--- config.mk ---
export PLATFORM = sky130hd
export DESIGN_NAME = instruction_fetch_flat
export DESIGN_NICKNAME = d
export VERILOG_FILES = /design/src/rtl/riscv_pkg.sv /design/src/rtl/instruction_fetch_if.sv /design/src/rtl/fetch_fifo.sv /design/src/rtl/instruction_fetch.sv /design/src/flat_wrapper.sv
export SDC_FILE = /design/constraint.sdc
export NUM_CORES = 1
export LEC_CHECK = 0
export BUFFER_PORTS_ARGS = -buffer_cell sky130_fd_sc_hd__buf_2
export CAP_MARGIN = 20
export CORE_MARGIN = 4
export CORE_UTILIZATION = 52
export DETAILED_ROUTE_END_ITERATION = 12
export PLACE_DENSITY_LB_ADDON = 0.12
export REMOVE_ABC_BUFFERS = 1
export SKIP_LAST_GASP = 1
export SYNTH_ARGS = -nofsm -noshare
export SYNTH_HDL_FRONTEND = slang
export SYNTH_SLANG_ARGS = --single-unit
--- constraint.sdc ---
create_clock -name clk -period 6.41 [get_ports clk]
set_clock_uncertainty 0.05 [all_clocks]
set_input_delay 0.641 -clock clk [delete_from_list [all_inputs] [get_ports clk]]
set_output_delay 0.641 -clock clk [all_outputs]
set_load 0.03 [all_outputs]
--- src/rtl/riscv_pkg.sv ---
// Shared RISC-V front-end types and constants used by the fetch stage
// (instruction_fetch, fetch_fifo) and its testbench.
package riscv_pkg;

    localparam int XLEN = 64;
    localparam int ILEN = 32;

    localparam logic [ILEN-1:0] NOP_INST = 32'h0000_0013;

    typedef struct packed {
        logic [XLEN-1:0] pc;
        logic [ILEN-1:0] inst;
    } fetch_entry_t;

    // Instruction addresses are word aligned; the low two bits are dropped.
    function automatic logic [XLEN-1:0] align_pc(input logic [XLEN-1:0] pc);
        return {pc[XLEN-1:2], 2'b00};
    endfunction

endpackage

--- src/rtl/instruction_fetch_if.sv ---
// Fetch-stage bus: control from EX/ID, the instruction-memory port and the
// IF/ID output. master = fetch unit, slave = surrounding pipeline/memory.
interface instruction_fetch_if;
    import riscv_pkg::*;

    logic            stall;
    logic            redirect;
    logic [XLEN-1:0] redirect_pc;
    logic            imem_req;
    logic [XLEN-1:0] imem_addr;
    logic [ILEN-1:0] imem_rdata;
    logic            if_valid;
    logic [XLEN-1:0] if_pc;
    logic [ILEN-1:0] if_inst;

    modport master (
        input  stall, redirect, redirect_pc, imem_rdata,
        output imem_req, imem_addr, if_valid, if_pc, if_inst
    );

    modport slave (
        output stall, redirect, redirect_pc, imem_rdata,
        input  imem_req, imem_addr, if_valid, if_pc, if_inst
    );

endinterface

--- src/rtl/fetch_fifo.sv ---
// Synchronous FIFO of {pc, inst} fetch entries with occupancy count and a
// registered head; flush (and reset) take priority over push.
module fetch_fifo
    import riscv_pkg::*;
#(
    parameter int DEPTH = 2,
    localparam int PW = $clog2(DEPTH),
    localparam int CW = PW + 1
) (
    input  logic         clk,
    input  logic         reset,
    input  logic         flush,
    input  logic         push,
    input  fetch_entry_t push_data,
    input  logic         pop,
    output logic [CW-1:0] count,
    output fetch_entry_t head,
    output logic         empty
);

    localparam logic [CW-1:0] FULL_COUNT = CW'(DEPTH);

    fetch_entry_t    mem_r [DEPTH];
    logic [PW-1:0]   rd_ptr_r;
    logic [PW-1:0]   wr_ptr_r;
    logic [CW-1:0]   count_r;
    logic            pop_ok_s;
    logic            push_ok_s;

    // Qualify requests against occupancy so the pointers can never cross.
    always_comb begin
        pop_ok_s  = 1'b0;
        push_ok_s = 1'b0;
        if (count_r != {CW{1'b0}}) begin
            pop_ok_s = pop;
        end else begin
            pop_ok_s = 1'b0;
        end
        if ((count_r != FULL_COUNT) || pop_ok_s) begin
            push_ok_s = push;
        end else begin
            push_ok_s = 1'b0;
        end
    end

    // Pointer and occupancy state.
    always_ff @(posedge clk) begin
        if (reset || flush) begin
            rd_ptr_r <= {PW{1'b0}};
            wr_ptr_r <= {PW{1'b0}};
            count_r  <= {CW{1'b0}};
        end else begin
            if (push_ok_s) begin
                wr_ptr_r <= wr_ptr_r + PW'(1);
            end
            if (pop_ok_s) begin
                rd_ptr_r <= rd_ptr_r + PW'(1);
            end
            case ({push_ok_s, pop_ok_s})
                2'b10:   count_r <= count_r + CW'(1);
                2'b01:   count_r <= count_r - CW'(1);
                default: count_r <= count_r;
            endcase
        end
    end

    // Entry storage; data needs no reset because count gates visibility.
    always_ff @(posedge clk) begin
        if (push_ok_s && !flush && !reset) begin
            mem_r[wr_ptr_r] <= push_data;
        end
    end

    assign head  = mem_r[rd_ptr_r];
    assign count = count_r;
    assign empty = (count_r == {CW{1'b0}});

endmodule

--- src/rtl/instruction_fetch.sv ---
// Fetch stage: PC generation, 1-cycle imem requests under a credit rule, and
// a small FIFO toward IF/ID. Optional macro FETCH_BYPASS_EN adds an empty-FIFO bypass.
module instruction_fetch
    import riscv_pkg::*;
#(
    parameter logic [XLEN-1:0] RESET_PC   = 64'h0,
    parameter int              FIFO_DEPTH = 2
) (
    input  logic                clk,
    input  logic                reset,
    instruction_fetch_if.master bus
);

    localparam int CW = $clog2(FIFO_DEPTH) + 1;
    localparam int OW = CW + 1;

    logic [XLEN-1:0] fetch_pc_r;
    logic            inflight_r;
    logic [XLEN-1:0] inflight_pc_r;

    logic [CW-1:0]   fifo_count_s;
    fetch_entry_t    fifo_head_s;
    logic            fifo_empty_s;
    fetch_entry_t    push_data_s;

    logic            resp_valid_s;
    logic            push_s;
    logic            pop_s;
    logic            fifo_pop_s;
    logic            req_s;
    logic [OW-1:0]   occupancy_s;
    logic            valid_s;
    logic [XLEN-1:0] pc_s;
    logic [ILEN-1:0] inst_s;

    // Head selection toward IF/ID; NOP and PC 0 whenever nothing is valid.
    always_comb begin
        resp_valid_s = inflight_r && !bus.redirect && !reset;
        valid_s      = 1'b0;
        pc_s         = {XLEN{1'b0}};
        inst_s       = NOP_INST;
        if (!fifo_empty_s) begin
            valid_s = 1'b1;
            pc_s    = fifo_head_s.pc;
            inst_s  = fifo_head_s.inst;
        end
`ifdef FETCH_BYPASS_EN
        else if (resp_valid_s) begin
            valid_s = 1'b1;
            pc_s    = inflight_pc_r;
            inst_s  = bus.imem_rdata;
        end
`endif
        else begin
            valid_s = 1'b0;
            pc_s    = {XLEN{1'b0}};
            inst_s  = NOP_INST;
        end
    end

    // Pop/push and the request credit: count + inflight - pop must stay below depth.
    always_comb begin
        pop_s      = valid_s && !bus.stall;
        fifo_pop_s = pop_s && !fifo_empty_s;
`ifdef FETCH_BYPASS_EN
        // A bypassed response that IF/ID consumes right away is not buffered.
        push_s     = resp_valid_s && !(fifo_empty_s && !bus.stall);
`else
        push_s     = resp_valid_s;
`endif
        push_data_s.pc   = inflight_pc_r;
        push_data_s.inst = bus.imem_rdata;
        occupancy_s = OW'(fifo_count_s) + OW'(inflight_r) - OW'(pop_s);
        if (!reset && !bus.redirect && (occupancy_s < OW'(FIFO_DEPTH))) begin
            req_s = 1'b1;
        end else begin
            req_s = 1'b0;
        end
    end

    // Fetch PC and in-flight tracking; redirect wins over issue.
    always_ff @(posedge clk) begin
        if (reset) begin
            fetch_pc_r    <= RESET_PC;
            inflight_r    <= 1'b0;
            inflight_pc_r <= {XLEN{1'b0}};
        end else if (bus.redirect) begin
            fetch_pc_r    <= align_pc(bus.redirect_pc);
            inflight_r    <= 1'b0;
            inflight_pc_r <= inflight_pc_r;
        end else if (req_s) begin
            fetch_pc_r    <= fetch_pc_r + 64'd4;
            inflight_r    <= 1'b1;
            inflight_pc_r <= fetch_pc_r;
        end else begin
            fetch_pc_r    <= fetch_pc_r;
            inflight_r    <= 1'b0;
            inflight_pc_r <= inflight_pc_r;
        end
    end

    fetch_fifo #(
        .DEPTH (FIFO_DEPTH)
    ) u_fifo (
        .clk       (clk),
        .reset     (reset),
        .flush     (bus.redirect),
        .push      (push_s),
        .push_data (push_data_s),
        .pop       (fifo_pop_s),
        .count     (fifo_count_s),
        .head      (fifo_head_s),
        .empty     (fifo_empty_s)
    );

    assign bus.imem_req  = req_s;
    assign bus.imem_addr = fetch_pc_r;
    assign bus.if_valid  = valid_s;
    assign bus.if_pc     = pc_s;
    assign bus.if_inst   = inst_s;

endmodule

--- src/flat_wrapper.sv ---
// flat-port wrapper written by rule: the top's interface ports become plain ports
module instruction_fetch_flat import riscv_pkg::*;
#(
    parameter logic [XLEN-1:0] RESET_PC   = 64'h0,
    parameter int              FIFO_DEPTH = 2
)
  (clk, reset, bus_stall, bus_redirect, bus_redirect_pc, bus_imem_rdata, bus_imem_req, bus_imem_addr, bus_if_valid, bus_if_pc, bus_if_inst);
  instruction_fetch_if bus_i ();
  input  logic clk;
  input  logic reset;
  input wire logic [$bits(bus_i.stall)-1:0] bus_stall;
  input wire logic [$bits(bus_i.redirect)-1:0] bus_redirect;
  input wire logic [$bits(bus_i.redirect_pc)-1:0] bus_redirect_pc;
  input wire logic [$bits(bus_i.imem_rdata)-1:0] bus_imem_rdata;
  output wire logic [$bits(bus_i.imem_req)-1:0] bus_imem_req;
  output wire logic [$bits(bus_i.imem_addr)-1:0] bus_imem_addr;
  output wire logic [$bits(bus_i.if_valid)-1:0] bus_if_valid;
  output wire logic [$bits(bus_i.if_pc)-1:0] bus_if_pc;
  output wire logic [$bits(bus_i.if_inst)-1:0] bus_if_inst;
  assign bus_i.stall = bus_stall;
  assign bus_i.redirect = bus_redirect;
  assign bus_i.redirect_pc = bus_redirect_pc;
  assign bus_i.imem_rdata = bus_imem_rdata;
  assign bus_imem_req = bus_i.imem_req;
  assign bus_imem_addr = bus_i.imem_addr;
  assign bus_if_valid = bus_i.if_valid;
  assign bus_if_pc = bus_i.if_pc;
  assign bus_if_inst = bus_i.if_inst;
  instruction_fetch #(.RESET_PC(RESET_PC), .FIFO_DEPTH(FIFO_DEPTH)) u_core (.clk(clk), .reset(reset), .bus(bus_i));
endmodule
==> impl_metrics.py, run 1 <==
metrics = {
    "floorplan": {
        "initial_core_util_pct": 53.11,
        "dieArea_um2": 28510,
        "num_io_pins": 262,
        "row_count": 58,
        "dieWidth_um": 168.8,
        "core_area_um2": 25330,
        "dieHeight_um": 168.8,
    },
    "clock_network": {
        "numCtsBuffers": 35,
        "post_cts_resized": 0,
        "cts.reportedPaths.clkPinSlew_ps": 60,
        "cts_buffer_depth": 3,
        "cts.sinks": 318,
        "cts_setup_buffers": 0,
        "htreeDepth": 2,
        "cts_tree": "yes",
        "insertion_delay_ps": 500,
        "cts_hold_buf": 0,
        "cts-root-buf": "clkbuf_16",
    },
    "logic_synthesis": {
        "synth.area.top_cells": "edfxtp_1, dfxtp_1, mux2i_1",
        "synth_xor_area_share_pct": 1.758,
        "synth_top_family_by_area": "simple AND/OR/NAND/NOR gates",
        "postSynthRegisterBits": 318,
        "synth-adder-area-share_pct": 0.4279,
        "async_reset_ff_share_pct": 0,
        "yosys.area_share.simple_pct": 18.50,
        "synth_ff_type": "edfxtp_1",
        "netlist_instances": 1232,
        "synth_compound_area_share_pct": 7.925,
        "yosys.area.top_type_share_pct": 41.97,
        "yosysSeqAreaShare_pct": 61.32,
        "synth.distinct_cells": 63,
        "synth_area_leader_cell": "edfxtp_1",
        "ys_warn_count": 0,
        "syn_area_um2": 13450,
        "synthMuxAreaShare_pct": 7.246,
        "synth_edf_count": 188,
        "syn_avg_cell_area_um2": 10.92,
    },
    "finish": {
        "nFillCells": 2127,
        "area_growth_pct": 19.90,
        "stdcell_count": 1817,
        "antennaDiodeCount": 0,
        "utilization_pct": 63.68,
        "design_area_um2": 16130,
        "drive_above_1_share_pct": 22.86,
        "final_nets": 1566,
    },
    "hold_path": {
        "worst_hold_startpoint": "bus_imem_rdata[9]",
        "hold_class": "primary input to register",
    },
    "place": {
        "placed_cells": 1755,
        "detailed_place_hpwl_um": 23200,
        "numPortBuffers": 255,
        "postPlaceCellArea_um2": 15000,
        "post-place-ws_ps": 1755,
        "gp_congestion": 0.8735,
    },
    "sta": {
        "timing.fmax_mhz": 210.5,
        "whs_ps": 284.2,
        "maxSlewViolCount": 0,
        "hold_viol": 0,
        "setup_viol": 0,
        "period_needed_ps": 4751,
        "rsz0062_at_grt": "no",
        "layout_setup_ws_ps": 1659,
        "fin_setup_tns_ps": 0,
        "maxSlewHeadroom_pct": 32.81,
        "layout_worst_path_cycle_share_pct": 74.12,
        "worst_slew_pin_slew_ps": 998.6,
    },
    "worst_setup_path": {
        "critPathLaunch": "u_core.u_fifo.count[1]$_SDFFE_PP0P_",
        "cp.arrival_ps": 4060,
        "cp-end-kind": "output pin",
        "r2r_start": "u_core.u_fifo.count[1]$_SDFFE_PP0P_",
        "start_kind": "register",
        "cp_max_fo": 36,
        "crit_type": "register to output pin",
        "crit_required_ps": 5720,
    },
    "power": {
        "ir_drop_uv": 220.0,
        "p_leak_nw": 5.900,
        "powerDensity_nw_per_um2": 280.3,
        "fin_total_pwr_mw": 4.521,
    },
    "routing": {
        "via_per_inst": 5.634,
        "ant_nets": 0,
        "drt_pass1_iterations": 4,
        "drc": 0,
        "wl_per_cell_um": 19.35,
        "wl_um": 35160,
        "drtIter0Drc": 811,
        "vias": 10240,
    },
    "grt": {
        "grt_pass1_vias": 9755,
        "grt_antenna_before_repair": 3,
        "grt_pass1_wl_um": 54710,
        "grtUsageTotal_pct": 23.95,
        "grt_start_max_net_pins": 84,
        "grt-ovfl-total": 0,
    },
    "run_status": {
        "outcome": "complete, no violations",
    },
    "job": {
        "cap_violations": 0,
    },
}
==> cells in the final DEF (no fill, tap or decap), types with 12 or more instances in the layout <==
master and count:
and3_1 16, buf_2 254, clkbuf_16 37, and4_1 15, a31oi_1 15, clkbuf_1 12, nand2_1 193, nor3_1 13
or4_1 12, mux2i_1 94, nor4_1 21, a211oi_1 21, a21oi_1 79, nand3_1 27, nand4_1 30, nor2_1 148
xnor2_1 18, inv_1 15, edfxtp_1 188, dfxtp_1 129
==> kinds of logic (layout without fill, tap and decap cells) <==
group,Yosys count,in the layout
simple gates,523,523
buf+inv,94,346
flops,318,318
xor+xnor,27,27
other cells,1,4
compound gates,168,168
fa+ha+maj,4,4
mux,97,97
==> synth_stat cells (9+ instances only) <==
cell type and n:
a311oi_1 9, o21ai_0 9, nand4_1 30, dfxtp_1 130, nand3_1 28, or4_1 12
a21oi_1 79, edfxtp_1 188, nor3_1 13, a31oi_1 15, nor2_1 151, or3_1 9
inv_1 16, xor2_1 9, xnor2_1 18, mux2i_1 94, buf_1 13, and3_1 16
and4_1 15, clkbuf_1 53, a211oi_1 21, nor4_1 21, nand2_1 193
==> critical path, stage by stage (launching register included) <==
cell	delay [ps]
dfxtp_1	520
nor2_4	50
nor2_1	240
ha_1	280
nand2b_1	160
fa_1	430
xnor2_1	560
nand3_4	500
inv_2	170
buf_4	380
buf_2	280
==> per-layer routing <==
layer | GRT usage [%] | wire length, µm | vias to the layer above
li1 | - | - | 4956
met1 | 33.74 | 15470 | 4871
met2 | 38.33 | 16430 | 351
met3 | 4.764 | 2428 | 53
met4 | 6.246 | 795 | 6
met5 | 0 | 41 | -
==> final timing paths <==
path / endpoint / slack (ps) / cells past startpoint
worst min-delay path: u_core.u_fifo.mem_r[0][9]$_DFFE_PP_ / 280 / 1
worst max-delay path: bus_imem_req / 1660 / 10
worst max register to register: u_core.bus.imem_addr[37]$_SDFFE_PP0P_ / 2000 / 11
worst min register to register: u_core.u_fifo.mem_r[1][48]$_DFFE_PP_ / 390 / 0
==> flip-flops by register name, summed over array words and instances (netlist names), named ones only <==
| name | count |
|---|---|
| u_core.u_fifo.mem_r | 188 |
| u_core.u_fifo.count | 2 |
| u_core.inflight_pc_r | 62 |
| u_core.inflight_r | 1 |
| u_core.u_fifo.wr_ptr_r | 1 |
| u_core.bus.imem_addr | 62 |
| u_core.u_fifo.rd_ptr_r | 1 |
==> where the power goes <==
part           switching (mW)  leakage [nW]  internal (mW)
logic                   0.195          2.49         0.0922
clock network           0.761         0.550           1.20
registers              0.0694          2.86           2.21
==> area by class of cell <==
cell class              count  area (µm²)  share of cell area (%)
inverters                  17       63.81                  0.3956
flip-flops and latches    318        8252                   51.16
clock inverters             8       93.84                  0.5818
well taps                 330       412.9                   2.560
repair buffers            267        1394                   8.642
multi-input cells         823        4873                   30.21
clock buffers              54        1040                   6.446
(Power assumes the default switching activity.)
==> run 2, diff against run 1 <==
--- a/config.mk
+++ b/config.mk
@@ -5,6 +5,7 @@
 export SDC_FILE = /design/constraint.sdc
 export NUM_CORES = 1
 export LEC_CHECK = 0
+export ABC_AREA = 1
 export BUFFER_PORTS_ARGS = -buffer_cell sky130_fd_sc_hd__buf_2
 export CAP_MARGIN = 20
 export CORE_MARGIN = 4
==> constraint.sdc (replaced) <==
create_clock -name clk -period 4.66 [get_ports clk]
set_clock_uncertainty 0.05 [all_clocks]
set_input_delay 0.466 -clock clk [delete_from_list [all_inputs] [get_ports clk]]
set_output_delay 0.466 -clock clk [all_outputs]
set_load 0.03 [all_outputs]
==> run 2 against run 1 <==
Against the previous run:
- hold slack worse by 200 ps
- non-clock buffer count is 3 higher
- area after synthesis is 5.5% higher
- cell count rose by 22%
- combinational power rose by 68%
- highest routed layer unchanged
- wire length is 12% higher
- utilization down 1.3 points
- sequential power grew 38%
==> impl_metrics.py, run 2 <==
metrics = {
    "run_status": {
        "outcome": "complete, no violations",
    },
    "job": {
        "cap_violations": 0,
    },
    "logic_synthesis": {
        "synth_compound_area_share_pct": 9.689,
        "synthMuxAreaShare_pct": 0,
        "netlist_instances": 1616,
        "synth.distinct_cells": 46,
        "yosys.area.top_type_share_pct": 39.78,
        "syn_area_um2": 14190,
        "synth_area_leader_cell": "edfxtp_1",
        "synth_top_family_by_area": "simple AND/OR/NAND/NOR gates",
        "postSynthRegisterBits": 318,
        "ys_warn_count": 0,
        "yosysSeqAreaShare_pct": 58.12,
        "yosys-top-cells-count": "nand2_1, nor2_1, edfxtp_1",
        "synth_xor_area_share_pct": 1.296,
        "syn_avg_cell_area_um2": 8.782,
        "yosysMostFrequentCell": "nand2_1",
        "synth_edf_count": 188,
        "synth_ff_type": "edfxtp_1",
        "synth-adder-area-share_pct": 0.4055,
        "yosys.area_share.simple_pct": 24.46,
        "async_reset_ff_share_pct": 0,
        "synth.area.top_cells": "edfxtp_1, dfxtp_1, nand2_1",
    },
    "power": {
        "internal_power_mw": 4.743,
        "ir_drop_uv": 284.2,
        "p_leak_nw": 6.833,
        "swShare_pct": 23.92,
        "powerDensity_nw_per_um2": 371.9,
        "p_comb_share_pct": 7.8,
        "p_switching_mw": 1.491,
        "clkPwrFrac_pct": 41.7,
        "seqPwrFrac_pct": 50.6,
    },
    "clock_network": {
        "cts.sinks": 318,
        "htreeDepth": 2,
        "cts-root-buf": "clkbuf_16",
        "post_cts_resized": 0,
        "cts_hold_buf": 0,
        "cts_buffer_depth": 3,
        "cts.reportedPaths.clkPinSlew_ps": 60,
        "cts_setup_buffers": 0,
        "insertion_delay_ps": 520,
        "cts_tree": "yes",
        "numCtsBuffers": 34,
    },
    "sta": {
        "period_needed_ps": 4123,
        "layout_worst_path_cycle_share_pct": 88.48,
        "maxSlewHeadroom_pct": 29.60,
        "hold_viol": 0,
        "fin_setup_tns_ps": 0,
        "setup_viol": 0,
        "maxSlewViolCount": 0,
        "rsz0062_at_grt": "no",
        "worst_slew_pin_slew_ps": 1056,
        "timing.fmax_mhz": 242.5,
    },
    "finish": {
        "mostFrequentLayoutCells": "nand2_1, buf_2, nor2_1",
        "drive_above_1_share_pct": 19.88,
        "regMostFlops": "u_core.u_fifo.mem_r",
        "utilization_pct": 62.37,
        "nFillCells": 2364,
        "mostFrequentLayoutCell": "nand2_1",
        "largest_register_ffs": 188,
        "design_area_um2": 16760,
        "area_growth_pct": 18.10,
        "final_nets": 1949,
    },
    "floorplan": {
        "num_io_pins": 262,
        "row_count": 60,
        "dieArea_um2": 30000,
        "core_area_um2": 26880,
        "dieHeight_um": 173.2,
        "dieWidth_um": 173.2,
        "initial_core_util_pct": 52.81,
    },
    "worst_setup_path": {
        "crit_required_ps": 4140,
        "ff2ff_setup_slack_ps": 960,
        "crit_buf_inv": 2,
        "slowest_stage": "dfxtp_1",
        "cp_max_fo": 43,
        "slowest_delay_ps": 500,
        "ff2ff_path_depth": 15,
        "crit_type": "register to output pin",
        "cp-end-kind": "output pin",
        "crit_chain": "nor2_4 -> nor2_1 -> ha_1 -> or2_2 -> fa_1 -> xnor2_1 -> nand2_4 -> inv_4 -> buf_2",
        "start_kind": "register",
        "crit_family": "simple AND/OR/NAND/NOR gates",
        "cp.arrival_ps": 3610,
        "r2r_start": "u_core.u_fifo.count[1]$_SDFFE_PP0P_",
        "r2r-end": "u_core.bus.imem_addr[56]$_SDFFE_PP0P_",
    },
    "hold_path": {
        "whs_endpoint": "u_core.u_fifo.mem_r[0][28]$_DFFE_PP_",
        "hold_class": "primary input to register",
        "worst_hold_startpoint": "bus_imem_rdata[28]",
        "holdPathStages": 1,
    },
    "place": {
        "postPlaceCellArea_um2": 15670,
        "numPortBuffers": 255,
        "detailed_place_hpwl_um": 27020,
        "gp_congestion": 0.9340,
    },
    "grt": {
        "grt_start_max_net_pins": 90,
        "grt_antenna_before_repair": 2,
        "grtUsageTotal_pct": 25.59,
        "grt-ovfl-total": 0,
        "grt_pass1_vias": 11400,
        "grt_pass1_wl_um": 62130,
    },
    "routing": {
        "drc": 0,
        "wl_um": 39450,
        "drtIter0Drc": 938,
        "drt_pass1_iterations": 5,
        "wl_per_cell_um": 17.83,
        "ant_nets": 0,
        "via_per_inst": 5.376,
        "vias": 11900,
    },
}
==> run 2: cell count changes after synthesis, sizes merged, moves of 15 or more <==
cell	before	now
nand2	194	484
inv	16	122
mux2i	94	0
nor2	151	218
a21oi	79	136
o21ai	9	61
nand3	28	63
nor4	23	1
nand4	33	14
and3	16	0
and4	15	0
xnor2	18	3
==> run 2: worst max-delay path by stage <==
| stage | from | end | slack, ps | depth (start not counted) |
|---|---|---|---|---|
| floorplan | u_core.u_fifo.count[1]$_SDFFE_PP0P_ | u_core.bus.imem_addr[37]$_SDFFE_PP0P_ | -2360 | 12 |
| global placement | bus_stall | u_core.bus.imem_addr[56]$_SDFFE_PP0P_ | 990 | 15 |
| detailed placement | bus_stall | u_core.bus.imem_addr[56]$_SDFFE_PP0P_ | 950 | 15 |
| CTS | u_core.u_fifo.count[1]$_SDFFE_PP0P_ | bus_imem_req | 550 | 9 |
| global route | u_core.u_fifo.count[1]$_SDFFE_PP0P_ | bus_imem_req | 340 | 9 |
| finish | u_core.u_fifo.count[1]$_SDFFE_PP0P_ | bus_imem_req | 540 | 9 |
==> run 2: layer usage <==
layer,global-route usage [%],vias to the layer above,wire (µm)
li1,-,5809,-
met1,34.50,5602,17220
met2,42.12,422,18420
met3,5.356,62,2811
met4,7.616,2,991
met5,0,-,11
==> run 2: cells by family after synthesis <==
logic type	count (synthesis)
and+or+nand+nor	820
other	1
buffers and inverters	202
xor gates and xnor gates	21
adders and majority gates	4
DFF	318
AOI/OAI and AO/OA	250
==> run 2: power by group through the flow <==
stage               clock network (mW)  logic (mW)  registers, mW
floorplan                            0       0.226           3.25
global placement                     0       0.474           3.21
detailed placement                   0       0.482           3.21
CTS                               2.63       0.485           3.15
global route                      2.77       0.534           3.16
finish                            2.60       0.484           3.15
==> run 2: metrics by stage <==
stage | cells | hold slack, ps | setup slack (ps) | power [mW]
3_3_place_gp | 2150 | 377.1 | 985.0 | 3.679
2_1_floorplan | 1539 | 370.3 | -2362 | 3.479
6_report | 2213 | 88.79 | 536.6 | 6.233
5_1_grt | 2213 | 73.41 | 336.0 | 6.465
4_1_cts | 2212 | 69.85 | 547.1 | 6.271
3_5_place_dp | 2150 | 387.9 | 954.4 | 3.693
==> run 2: area by class of cell <==
type | instances | area (µm²) | share of cell area, %
Antenna cell | 1 | 2.502 | 0.01493
Clock buffer | 50 | 982.2 | 5.860
Clock inverter | 12 | 105.1 | 0.6271
Inverter | 122 | 466.7 | 2.784
Multi-Input combinational cell | 1099 | 5125 | 30.58
Sequential cell | 318 | 8252 | 49.23
Tap cell | 341 | 426.7 | 2.546
Timing Repair Buffer | 270 | 1401 | 8.361
